### src/rtl/fifo_ser_drain_pkg.sv
// Shared types and defaults for the P_S_FIFO read-side drain.
// DATA_WIDTH default is shared with the FIFO instance so both ends agree.
package fifo_ser_pkg;

    typedef enum logic [1:0] {
        IDLE,
        WAIT,
        SHIFT
    } ser_state_t;

    localparam int SER_DATA_WIDTH = 8;

endpackage

### src/rtl/fifo_ser_drain_if.sv
// FIFO read port plus valid/ready serial port, seen from the drain (master)
// and from the FIFO / line-driver side (slave).
interface fifo_ser_drain_if
    import fifo_ser_pkg::*;
#(
    parameter int DATA_WIDTH = SER_DATA_WIDTH
);

    logic                  fifo_empty;
    logic [DATA_WIDTH-1:0] fifo_dout;
    logic                  fifo_rd_en;
    logic                  ser_ready;
    logic                  ser_valid;
    logic                  ser_data;
    logic                  ser_first;
    logic                  ser_last;

    modport master (
        input  fifo_empty,
        input  fifo_dout,
        input  ser_ready,
        output fifo_rd_en,
        output ser_valid,
        output ser_data,
        output ser_first,
        output ser_last
    );

    modport slave (
        output fifo_empty,
        output fifo_dout,
        output ser_ready,
        input  fifo_rd_en,
        input  ser_valid,
        input  ser_data,
        input  ser_first,
        input  ser_last
    );

endinterface

### src/rtl/fifo_ser_drain.sv
// Pops words from a synchronous FIFO and shifts them out one bit per accepted
// beat, flagging the first and last bit of each word.
module fifo_ser_drain
    import fifo_ser_pkg::*;
#(
    parameter int DATA_WIDTH = SER_DATA_WIDTH,
    parameter bit MSB_FIRST  = 1'b1
) (
    input  logic             clk,
    input  logic             rst_n,
    fifo_ser_drain_if.master bus,
    output logic             busy
);

    localparam int               CNT_W    = $clog2(DATA_WIDTH);
    localparam logic [CNT_W-1:0] LAST_CNT = CNT_W'(DATA_WIDTH - 1);

    ser_state_t            state_q, state_d;
    logic [DATA_WIDTH-1:0] shreg_q, shreg_d;
    logic [CNT_W-1:0]      bit_cnt_q, bit_cnt_d;

    logic in_shift;
    logic at_first;
    logic at_last;
    logic beat;
    logic rd_en;
    logic out_bit;

    // Moves the next bit to the output end, zero filling behind it.
    function automatic logic [DATA_WIDTH-1:0] shift_word(input logic [DATA_WIDTH-1:0] v);
        if (MSB_FIRST) begin
            return {v[DATA_WIDTH-2:0], 1'b0};
        end else begin
            return {1'b0, v[DATA_WIDTH-1:1]};
        end
    endfunction

    function automatic logic head_bit(input logic [DATA_WIDTH-1:0] v);
        if (MSB_FIRST) begin
            return v[DATA_WIDTH-1];
        end else begin
            return v[0];
        end
    endfunction

    always_comb begin
        in_shift = (state_q == SHIFT);
        at_first = in_shift && (bit_cnt_q == '0);
        at_last  = in_shift && (bit_cnt_q == LAST_CNT);
        beat     = in_shift && bus.ser_ready;
        out_bit  = in_shift && head_bit(shreg_q);
        // The next pop overlaps the final accepted beat so words run back to back.
        rd_en    = !bus.fifo_empty &&
                   ((state_q == IDLE) || (at_last && bus.ser_ready));
    end

    always_comb begin
        state_d   = state_q;
        shreg_d   = shreg_q;
        bit_cnt_d = bit_cnt_q;
        unique case (state_q)
            IDLE: begin
                if (rd_en) begin
                    state_d = WAIT;
                end
            end
            WAIT: begin
                state_d   = SHIFT;
                shreg_d   = bus.fifo_dout;
                bit_cnt_d = '0;
            end
            SHIFT: begin
                if (beat) begin
                    if (!at_last) begin
                        shreg_d   = shift_word(shreg_q);
                        bit_cnt_d = bit_cnt_q + CNT_W'(1);
                    end else if (!bus.fifo_empty) begin
                        state_d = WAIT;
                    end else begin
                        state_d = IDLE;
                    end
                end
            end
            default: begin
                state_d = IDLE;
            end
        endcase
    end

    always_ff @(posedge clk or negedge rst_n) begin
        if (!rst_n) begin
            state_q   <= IDLE;
            shreg_q   <= '0;
            bit_cnt_q <= '0;
        end else begin
            state_q   <= state_d;
            shreg_q   <= shreg_d;
            bit_cnt_q <= bit_cnt_d;
        end
    end

    assign bus.fifo_rd_en = rd_en;
    assign bus.ser_valid  = in_shift;
    assign bus.ser_data   = out_bit;
    assign bus.ser_first  = at_first;
    assign bus.ser_last   = at_last;
    assign busy           = (state_q != IDLE);

endmodule

### src/flat_wrapper.sv
// flat-port wrapper written by rule: the top's interface ports become plain ports
module fifo_ser_drain_flat import fifo_ser_pkg::*;
#(
    parameter int DATA_WIDTH = SER_DATA_WIDTH,
    parameter bit MSB_FIRST  = 1'b1
)
  (clk, rst_n, busy, bus_fifo_empty, bus_fifo_dout, bus_ser_ready, bus_fifo_rd_en, bus_ser_valid, bus_ser_data, bus_ser_first, bus_ser_last);
  fifo_ser_drain_if #(.DATA_WIDTH(DATA_WIDTH)) bus_i ();
  input  logic clk;
  input  logic rst_n;
  output logic busy;
  input wire logic [$bits(bus_i.fifo_empty)-1:0] bus_fifo_empty;
  input wire logic [$bits(bus_i.fifo_dout)-1:0] bus_fifo_dout;
  input wire logic [$bits(bus_i.ser_ready)-1:0] bus_ser_ready;
  output wire logic [$bits(bus_i.fifo_rd_en)-1:0] bus_fifo_rd_en;
  output wire logic [$bits(bus_i.ser_valid)-1:0] bus_ser_valid;
  output wire logic [$bits(bus_i.ser_data)-1:0] bus_ser_data;
  output wire logic [$bits(bus_i.ser_first)-1:0] bus_ser_first;
  output wire logic [$bits(bus_i.ser_last)-1:0] bus_ser_last;
  assign bus_i.fifo_empty = bus_fifo_empty;
  assign bus_i.fifo_dout = bus_fifo_dout;
  assign bus_i.ser_ready = bus_ser_ready;
  assign bus_fifo_rd_en = bus_i.fifo_rd_en;
  assign bus_ser_valid = bus_i.ser_valid;
  assign bus_ser_data = bus_i.ser_data;
  assign bus_ser_first = bus_i.ser_first;
  assign bus_ser_last = bus_i.ser_last;
  fifo_ser_drain #(.DATA_WIDTH(DATA_WIDTH), .MSB_FIRST(MSB_FIRST)) u_core (.clk(clk), .rst_n(rst_n), .bus(bus_i), .busy(busy));
endmodule
### config.mk
export PLATFORM = sky130hd
export DESIGN_NAME = fifo_ser_drain_flat
export DESIGN_NICKNAME = d
export VERILOG_FILES = /design/src/rtl/fifo_ser_drain_pkg.sv /design/src/rtl/fifo_ser_drain_if.sv /design/src/rtl/fifo_ser_drain.sv /design/src/flat_wrapper.sv
export SDC_FILE = /design/constraint.sdc
export NUM_CORES = 1
export LEC_CHECK = 0
export CORE_MARGIN = 4
export CORE_UTILIZATION = 44
export CTS_BUF_LIST = sky130_fd_sc_hd__clkbuf_4 sky130_fd_sc_hd__clkbuf_8 sky130_fd_sc_hd__clkbuf_16
export CTS_CLUSTER_SIZE = 12
export DETAILED_ROUTE_END_ITERATION = 10
export GPL_ROUTABILITY_DRIVEN = 1
export PLACE_DENSITY = 0.78
export SYNTH_ARGS = -nofsm -noshare
export SYNTH_HDL_FRONTEND = slang
export SYNTH_SLANG_ARGS = --single-unit
### constraint.sdc
create_clock -name clk -period 1.5 [get_ports clk]
set_input_delay 0.375 -clock clk [delete_from_list [all_inputs] [get_ports clk]]
set_output_delay 0.375 -clock clk [all_outputs]
set_load 0.01 [all_outputs]
==> results.md, run 1 <==
* Max-slew headroom at the worst pin at 87.6%
* GR Util All Layers at 17.4%
* DRT iter0 DRCs at 3
* Synth warn at 0
* Most used flip-flop cell after synthesis: dfrtp_1
* ANT nets after route at 0
* Drt via density at 4.89
* Max clock buf depth at 2
* Syn Nets at 86
* Max Cap Viol at 0
* Wl on met1 at 786 um
* Slew of the pin with the lowest slew margin at 186 ps
* Pre-CTS setup slack at -446 ps
* Top Ports at 18
* Net switching fraction of the power at 32.7%
* Layout cells sized above 1 at 62.2%
* Vias in the first global route at 730
* Setup WS post-layout at -281 ps
* CP max stage delay at 390 ps
* Core ar. at 0.00175 mm^2
* Worst Hold Class: primary input to asynchronous set/reset pin
* Worst Skew at 2.83 ps
* Crit path capture type: register
* Mapped cell area at 827 um^2
* Nets at 131
* Comb pwr share at 69.5%
* Max Clk Rate at 0.562 GHz
* Cell taking the most area after synthesis: dfrtp_1
* Critical-path cell with the highest stage delay: dfrtp_1
* Number of flops mapped to enable cells by yosys at 0
* Final Hold Fails at 0
* Critical-path maximum fanout at 4
* Fin crit share at 119%
* Final max-slew violation count at 0
* Unrepaired setup endpoints after global routing: true
* Antenna Cells at 0
* Setup CP Type: register to register
* Vias at 665
* Cell count of the worst reg-to-reg path at 7
* Reg2Reg Setup Slack at -280 ps
* Area added between synthesis and finish at 63.5%
* Max IR drop VDD at 1.26 mV
* DR pass1 iterations at 4
* Initial core utilization at 47.4%
* DP HPWL at 1390 um
* Die area at 0.00264 mm^2
* First-pass GRT wire length at 3220 um
* LEAKAGE at 0.000631 uW
* CTS tree: yes
* Setup crit start kind: register
* WP buf/inv at 2
* Mapped Cells at 67
* Gr ovfl total at 0
* Commonest cells in the netlist: 13 x dfrtp_1, 12 x mux2_2, 7 x ha_1, 7 x inv_1
* DIE HEIGHT at 51.4 um
* Metal3 WL at 61 um
* Period minus WS final at 1780 ps
* Post-synthesis sequential area ratio at 39.3%
* IO Port Bufs at 17
* Synth top area cells: dfrtp_1 39%, mux2_2 16%, ha_1 11%
* Routed WL at 2100 um
* Cell with the most instances after synthesis: dfrtp_1
* DR top layer: met4
* Die width at 51.4 um
* # setup viols final at 17
* Largest net degree at the start of global routing at 14
* Register bit total from synthesis at 13
* WP data arrival at 1940 ps
* Cell variety after synth at 23
* Status: finished with violations
* Met2 WL at 1210 um
* Reg power frac at 22.1%
* Initial antenna violation count at 0
* Critical R2R Capture: u_core.shreg_q[4]
* Hold_buf cts at 0
* CP delay by family, top: flip-flops
* Failing checks: setup timing
* Clk network pwr share at 8.4%
* Required time worst endpoint at 1660 ps
* Avg Cell Area, Syn at 12.3 um^2
* Reg clk slew, reported paths at 80 ps
* Crit path cell chain: ha_2 -> ha_4 -> buf_4 -> nand2b_4 -> a21boi_4 -> buf_6 -> mux2_4
* Num CTS Buffers at 3
* Top-area cell type share of the netlist area at 39.3%
* Placed Instance Area at 0.00119 mm^2
* Switching component of the power at 915 uW
* P per Cell Area at 2070 mW/mm^2
* R2R Path Start: u_core.bit_cnt_q[0]
* Fin area at 0.00135 mm^2
* Clock Latency Late Sink at 280 ps
* Asr flop ratio synth at 100%
* RePlAce Congestion at 0.748
* # clock sinks at 13
* Root Buffer: clkbuf_4
* H-tree Lvls at 1
* Num rows at 15
* Internal power at 1880 uW
* # DRC at 0
* WL/cell at 15.4 um
* Pwr Total at 2800 uW
[how the worst max path moves through the flow]
| stage | start | endpoint | slack, ps | cells after the start |
|---|---|---|---|---|
| after floorplan | u_core.state_q[0] | bus_fifo_rd_en | -180 | 7 |
| after global placement | bus_ser_ready | bus_fifo_rd_en | -440 | 4 |
| after detailed placement | bus_ser_ready | bus_fifo_rd_en | -450 | 4 |
| after CTS | u_core.bit_cnt_q[1] | bus_fifo_rd_en | -270 | 6 |
| after global routing | u_core.state_q[0] | bus_fifo_rd_en | -360 | 6 |
| final | u_core.bit_cnt_q[0] | u_core.shreg_q[4] | -280 | 7 |
[flip-flops by register name, summed over array words and instances, names as in the netlist]
register and count:
u_core.state_q 2, u_core.bit_cnt_q 3, u_core.shreg_q 8
[logic make-up (layout without fill, tap and decap cells)]
logic type	count (synthesis)	count (layout)	share of synthesized area [%]
flip-flops	13	13	39.3
adder cells (fa/ha/maj)	7	7	10.6
AO/OA/AOI/OAI	8	8	8.93
buffers and inverters	9	53	6.35
AND/OR/NAND/NOR	13	13	9.98
multiplexers	17	17	24.8
[through the flow]
stage          hold WS [ps]  cells  util, %  TNS, ps
2_1_floorplan          79.4     67        -    -1130
3_3_place_gp            486    126     68.1    -4910
3_5_place_dp            490    126     68.1    -5300
4_1_cts                 405    133     74.2    -2980
5_1_grt                 410    136     77.5    -4170
6_report                407    136     77.5    -3340
[power groups by stage]
stage	Clock, uW	Combinational [uW]	Sequential [uW]
floorplan	0	971	586
global placement	0	1470	600
detailed placement	0	1530	613
CTS	246	1760	611
global route	265	2050	638
finish	235	1940	617
[routing by layer]
layer	vias up	GRT usage (%)
met5	-	0
met4	0	9.17
met3	4	4.08
met2	11	33.0
met1	328	17.2
li1	322	-
[worst reg2reg max path, cell delays in order, from the launching register on]
cell,delay (ps)
dfrtp_1,390
ha_2,200
ha_4,160
buf_4,140
nand2b_4,150
a21boi_4,190
buf_6,150
mux2_4,290
[cell usage in the layout, fill, tap and decap left out, drive strengths merged]
cell	Yosys	layout
mux2	16	16
nand3	1	1
inv	7	7
o211ai	1	1
a21oi	2	2
buf	2	31
dfrtp	13	13
a21boi	1	1
nor2b	1	1
and2	2	2
o22ai	1	1
nand2b	1	1
or2b	1	1
and3	1	1
ha	7	7
mux2i	1	1
clkbuf	0	4
clkdlybuf4s50	0	11
a22o	1	1
nand2	4	4
o2bb2ai	1	1
o21ai	1	1
nand4	2	2
[what timing repair did]
| item | in CTS | in global routing |
|---|---|---|
| pin swaps | 5 | 2 |
| setup buffers | 3 | 3 |
| endpoints found under the setup margin | 19 | 18 |
| resized for setup | 44 | 10 |
[area by class of cell]
type                            instances  area (um^2)
Clock buffer                            4         30.0
Fill cell                             107          393
Inverter                                7         31.3
Multi-Input combinational cell         45          548
Sequential cell                        13          325
Tap cell                               25         31.3
Timing Repair Buffer                   42          387
No activity file was read; power rests on OpenSTA's default activity.
==> run 2: changes to the inputs <==
--- a/config.mk
+++ b/config.mk
@@ -6,12 +6,13 @@
 export NUM_CORES = 1
 export LEC_CHECK = 0
 export CORE_MARGIN = 4
-export CORE_UTILIZATION = 44
+export CORE_UTILIZATION = 50
 export CTS_BUF_LIST = sky130_fd_sc_hd__clkbuf_4 sky130_fd_sc_hd__clkbuf_8 sky130_fd_sc_hd__clkbuf_16
 export CTS_CLUSTER_SIZE = 12
 export DETAILED_ROUTE_END_ITERATION = 10
+export DONT_BUFFER_PORTS = 1
 export GPL_ROUTABILITY_DRIVEN = 1
-export PLACE_DENSITY = 0.78
+export PLACE_DENSITY_LB_ADDON = 0.3
 export SYNTH_ARGS = -nofsm -noshare
 export SYNTH_HDL_FRONTEND = slang
 export SYNTH_SLANG_ARGS = --single-unit
==> run 2 against run 1 <==
The flow still finishes with violations (setup timing). Clock power is essentially flat. Maximum frequency shrank 0.71%. Final area shrank 9.8%. Sequential power grew 1%. Setup slack lost 13 ps. Routed wire length shrank 11%. Clock skew is essentially flat. Via count shrank 12%. Count of clock-buffer cells in the layout is the same. Critical path type is now register to primary output. Largest cell class unchanged. Largest power group unchanged. Highest routed layer unchanged.
==> results.md, run 2 (synthesis results as in run 1) <==
* Status: finished with violations
* Failing checks: setup timing
* Clock Latency Late Sink at 280 ps
* Max IR drop VDD at 1.36 mV
* Fill count at 97
* Area added between synthesis and finish at 47.5%
* Final Hold Fails at 0
* Slew of the pin with the lowest slew margin at 606 ps
* Worst Hold Class: primary input to register
* Nets at 116
* RePlAce Congestion at 0.723
* # setup viols final at 17
* Max Clk Rate at 0.558 GHz
* Worst Skew at 3.10 ps
* Vias in the first global route at 656
* CTS tree: yes
* # clock sinks at 13
* Most frequent cells in the layout: 14 x buf_4, 12 x dfrtp_1, 11 x mux2_4
* Die area at 0.00237 mm^2
* Top Ports at 18
* Largest net degree at the start of global routing at 14
* Setup WS post-layout at -294 ps
* WP buf/inv at 1
* Top reg by flops: u_core.shreg_q
* Max clock buf depth at 2
* Period minus WS final at 1790 ps
* Setup CP Type: register to primary output
* Max-slew headroom at the worst pin at 59.5%
* First-pass GRT wire length at 3190 um
* DRT iter0 DRCs at 5
* Crit path capture type: primary output
* Routed WL at 1860 um
* IO Port Bufs at 0
* WL/cell at 16.6 um
* Core ar. at 0.00154 mm^2
* Initial antenna violation count at 0
* DP HPWL at 1160 um
* Required time worst endpoint at 1120 ps
* Placed insts at 94
* Max Cap Viol at 0
* Registers with the most flip-flops: u_core.shreg_q: 8 flops, u_core.bit_cnt_q: 3 flops, u_core.state_q: 2 flops
* WP data arrival at 1420 ps
* Pwr Total at 2650 uW
* Critical-path maximum fanout at 2
* Setup TNS at -2610 ps
* Num rows at 14
* Root Buffer: clkbuf_4
* P per Cell Area at 2170 mW/mm^2
* Reg clk slew, reported paths at 80 ps
* GR Util All Layers at 17.6%
* Pre-CTS setup slack at -161 ps
* Drt via density at 5.23
* Die width at 48.7 um
* Worst hold slack at 243 ps
* # DRC at 0
* Area occupied by multi-input gates at 541 um^2
* Gr ovfl total at 0
* H-tree Lvls at 1
* Vias at 586
* Max reg flops at 8
* ANT nets after route at 0
* Reg area at 327 um^2
* Layout cells sized above 1 at 67.7%
* Final max-slew violation count at 0
* Setup crit start kind: register
* Critical-path cell with the highest stage delay: dfrtp_1
* Antenna Cells at 0
* Leading cell type in the layout, fill and taps excluded: buf_4
* Final instance count without filler cells at 112
* Fin crit share at 120%
* Num CTS Buffers at 3
* LEAKAGE at 0.000585 uW
* DIE HEIGHT at 48.7 um
* Crit path cell chain: ha_2 -> ha_4 -> buf_6 -> and2_4 -> nand2_4 -> a21oi_4
* CP max stage delay at 390 ps
* DR pass1 iterations at 4
* CP delay by family, top: flip-flops
* Initial core utilization at 53.7%
* Unrepaired setup endpoints after global routing: true
[run 2: cell types whose count changed in the layout (fill, tap and decap cells not counted), sizes merged]
cell	change
clkdlybuf4s50	-11
buf	-5
dlygate4sd3	+1
[run 2: metrics by stage]
stage          instance area (um^2)  util (%)
3_5_place_dp                    987      64.0
2_1_floorplan                   871         -
4_1_cts                        1210      78.5
6_report                       1220      79.1
5_1_grt                        1220      79.1
3_3_place_gp                    987      64.0
[run 2: power breakdown]
part | internal [uW] | switching, uW
combinational | 1150 | 641
clock | 121 | 115
sequential | 515 | 108
total | 1780 | 865
[run 2: worst paths after layout]
kind / to / cells after the start / slack (ps) / start
setup / recovery: bus_fifo_rd_en / 6 / -290 / u_core.bit_cnt_q[1]
hold / removal: u_core.shreg_q[0] / 2 / 240 / bus_fifo_dout[0]
setup reg to reg: u_core.shreg_q[3] / 6 / -180 / u_core.bit_cnt_q[1]
hold reg to reg: u_core.shreg_q[5] / 1 / 520 / u_core.shreg_q[5]
max in group asynchronous: u_core.state_q[1] / 1 / 530 / rst_n
min in group asynchronous: u_core.shreg_q[5] / 1 / 540 / rst_n
[run 2: cell type report]
| cell class | instances | area share (%) |
|---|---|---|
| Sequential cell | 13 | 26.8 |
| Multi-Input combinational cell | 45 | 44.3 |
| Tap cell | 16 | 1.64 |
| Clock buffer | 4 | 2.46 |
| Timing Repair Buffer | 27 | 22.7 |
| Inverter | 7 | 2.15 |
[run 2: worst register-to-register path, delay by kind of cell (launching register included)]
kind | cells | cell delay, ps
muxes | 1 | 300
AOI/OAI and AO/OA | 1 | 220
adders and majority gates | 2 | 360
buffers and inverters | 1 | 160
and+or+nand+nor | 1 | 150
DFF | 1 | 390
[run 2: what timing repair did]
| action | CTS | global route |
|---|---|---|
| setup endpoints to repair | 12 | 19 |
| pin swaps | 5 | 5 |
| resized for setup | 19 | 8 |
| setup buffers | 11 | 3 |
| endpoints found under the hold margin | 13 | 0 |
| hold buffers | 1 | 0 |
| cloned | 1 | 0 |
[run 2: layer usage]
metal / vias up / GRT usage, % / part of all wire, %
met2: 10 / 33.5 / 55
met5: - / 0 / 0
met3: 2 / 5.52 / 4.0
met1: 281 / 18.5 / 40
met4: 0 / 4.04 / 0.48
li1: 293 / - / -
==> run 3: changes to the inputs <==
--- a/config.mk
+++ b/config.mk
@@ -5,7 +5,7 @@
 export SDC_FILE = /design/constraint.sdc
 export NUM_CORES = 1
 export LEC_CHECK = 0
-export CORE_MARGIN = 4
+export CORE_MARGIN = 3
 export CORE_UTILIZATION = 50
 export CTS_BUF_LIST = sky130_fd_sc_hd__clkbuf_4 sky130_fd_sc_hd__clkbuf_8 sky130_fd_sc_hd__clkbuf_16
 export CTS_CLUSTER_SIZE = 12
==> run 3 against run 2 <==
The run still ends with setup timing left. Die area down 8.0%. Register-to-register slack about the same. Final area down 1.8%. Hold slack better by 23 ps. Critical endpoint unchanged. Highest routed layer unchanged.
==> results.md, run 3 (synthesis results as in run 1) <==
* Status: finished with violations
* Failing checks: setup timing
* Setup TNS at -2530 ps
* Unrepaired setup endpoints after global routing: true
* Num CTS Buffers at 3
* Reg clk slew, reported paths at 70 ps
* Clock Latency Late Sink at 270 ps
* GR Util All Layers at 18.6%
* Max reg flops at 8
* # clock sinks at 13
* # setup viols final at 16
* Area added between synthesis and finish at 44.8%
* Placed Instance Area at 987 um^2
* Max Cap Viol at 0
* Worst Skew at 4.45 ps
* Slew of the pin with the lowest slew margin at 571 ps
* Num rows at 14
* Nets at 110
* Drt via density at 5.51
* Setup CP Type: register to primary output
* CTS tree: yes
* Setup crit start kind: register
* Vias at 584
* Antenna Cells at 0
* Registers with the most flip-flops: u_core.shreg_q: 8 flops, u_core.bit_cnt_q: 3 flops, u_core.state_q: 2 flops
* Initial antenna violation count at 0
* Largest net degree at the start of global routing at 14
* Setup WS post-layout at -291 ps
* Routed WL at 1740 um
* LEAKAGE at 0.000558 uW
* Initial core utilization at 54.3%
* WP data arrival at 1420 ps
* ANT nets after route at 0
* RePlAce Congestion at 0.780
* DR pass1 iterations at 4
* H-tree Lvls at 1
* # DRC at 0
* Crit path capture type: primary output
* Gr ovfl total at 0
* Most frequent cells in the layout: 12 x dfrtp_1, 10 x mux2_4, 9 x buf_4
* DRT iter0 DRCs at 6
* DP HPWL at 1160 um
* Pwr Total at 2650 uW
* First-pass GRT wire length at 2730 um
* Die width at 46.7 um
* Layout cells sized above 1 at 65.6%
* Required time worst endpoint at 1120 ps
* Max-slew headroom at the worst pin at 61.8%
* Period minus WS final at 1790 ps
* Pre-CTS setup slack at -148 ps
* Root Buffer: clkbuf_4
* Fin area at 0.00120 mm^2
* Worst Hold Class: primary input to register
* Vias in the first global route at 606
* Fin crit share at 119%
* P per Cell Area at 2210 mW/mm^2
* Critical-path maximum fanout at 2
* Top Ports at 18
* Final Hold Fails at 0
* Worst hold slack at 267 ps
* IO Port Bufs at 0
* Core ar. at 0.00152 mm^2
* DIE HEIGHT at 46.7 um
* Max IR drop VDD at 1.43 mV
* Leading cell type in the layout, fill and taps excluded: dfrtp_1
* Final max-slew violation count at 0
* Die area at 0.00218 mm^2
* Top reg by flops: u_core.shreg_q
* Max clock buf depth at 2
* Max Clk Rate at 0.558 GHz
* Fill count at 80
* WL/cell at 16.4 um
[run 3: changes by cell type in the layout (fill, tap and decap cells not counted), sizes merged]
| cell | before | now |
|---|---|---|
| buf | 26 | 20 |
[run 3: final cells by class]
| class | count | area (um^2) | area share (%) |
|---|---|---|---|
| timing repair buffer | 21 | 244 | 20.4 |
| multi-input combinational | 45 | 551 | 46.0 |
| tap | 16 | 20.0 | 1.67 |
| clock buffer | 4 | 30.0 | 2.51 |
| inverter | 7 | 26.3 | 2.19 |
| sequential | 13 | 327 | 27.3 |
[run 3: worst paths after layout]
| path | from | cells after the start | slack, ps | endpoint |
|---|---|---|---|---|
| max in group asynchronous | rst_n | 1 | 570 | u_core.state_q[1] |
| min in group asynchronous | rst_n | 1 | 530 | u_core.state_q[0] |
| hold / removal | bus_fifo_dout[0] | 2 | 270 | u_core.shreg_q[0] |
| setup reg to reg | u_core.bit_cnt_q[0] | 6 | -190 | u_core.shreg_q[2] |
| hold reg to reg | u_core.shreg_q[2] | 1 | 520 | u_core.shreg_q[2] |
| setup / recovery | u_core.bit_cnt_q[0] | 6 | -290 | bus_fifo_rd_en |
[run 3: power by group]
group / total, uW / switching [uW] / internal (uW)
logic: 1810 / 651 / 1160
registers: 616 / 101 / 515
clock network: 226 / 104 / 121
total: 2650 / 856 / 1790
[run 3: per-stage QoR]
stage          std cells  util, %
6_report             106     78.6
4_1_cts              105     76.6
5_1_grt              106     78.6
3_3_place_gp          94     64.8
2_1_floorplan         67        -
3_5_place_dp          94     64.8
[run 3: timing repair]
item	4_1_cts	5_1_grt
endpoints found under the hold margin	13	0
pin swaps	6	6
setup buffers	5	4
cloned	1	0
endpoints found under the setup margin	13	18
gates resized for setup	19	7
hold buffers	1	0
[run 3: routing by layer]
| metal | wire [um] | GRT usage [%] | share of wire, % | up-vias |
|---|---|---|---|---|
| li1 | - | - | - | 279 |
| met1 | 739 | 22.4 | 42 | 289 |
| met2 | 904 | 30.8 | 52 | 12 |
| met3 | 80 | 7.03 | 4.6 | 4 |
| met4 | 19 | 4.97 | 1.1 | 0 |
| met5 | 0 | 0 | 0 | - |
[run 3: critical path, stage by stage, from the launching register on]
cell and delay, ps:
dfrtp_1 390, ha_2 200, ha_4 160, buf_6 110, and2_4 160, nand2_4 60
a21oi_4 60
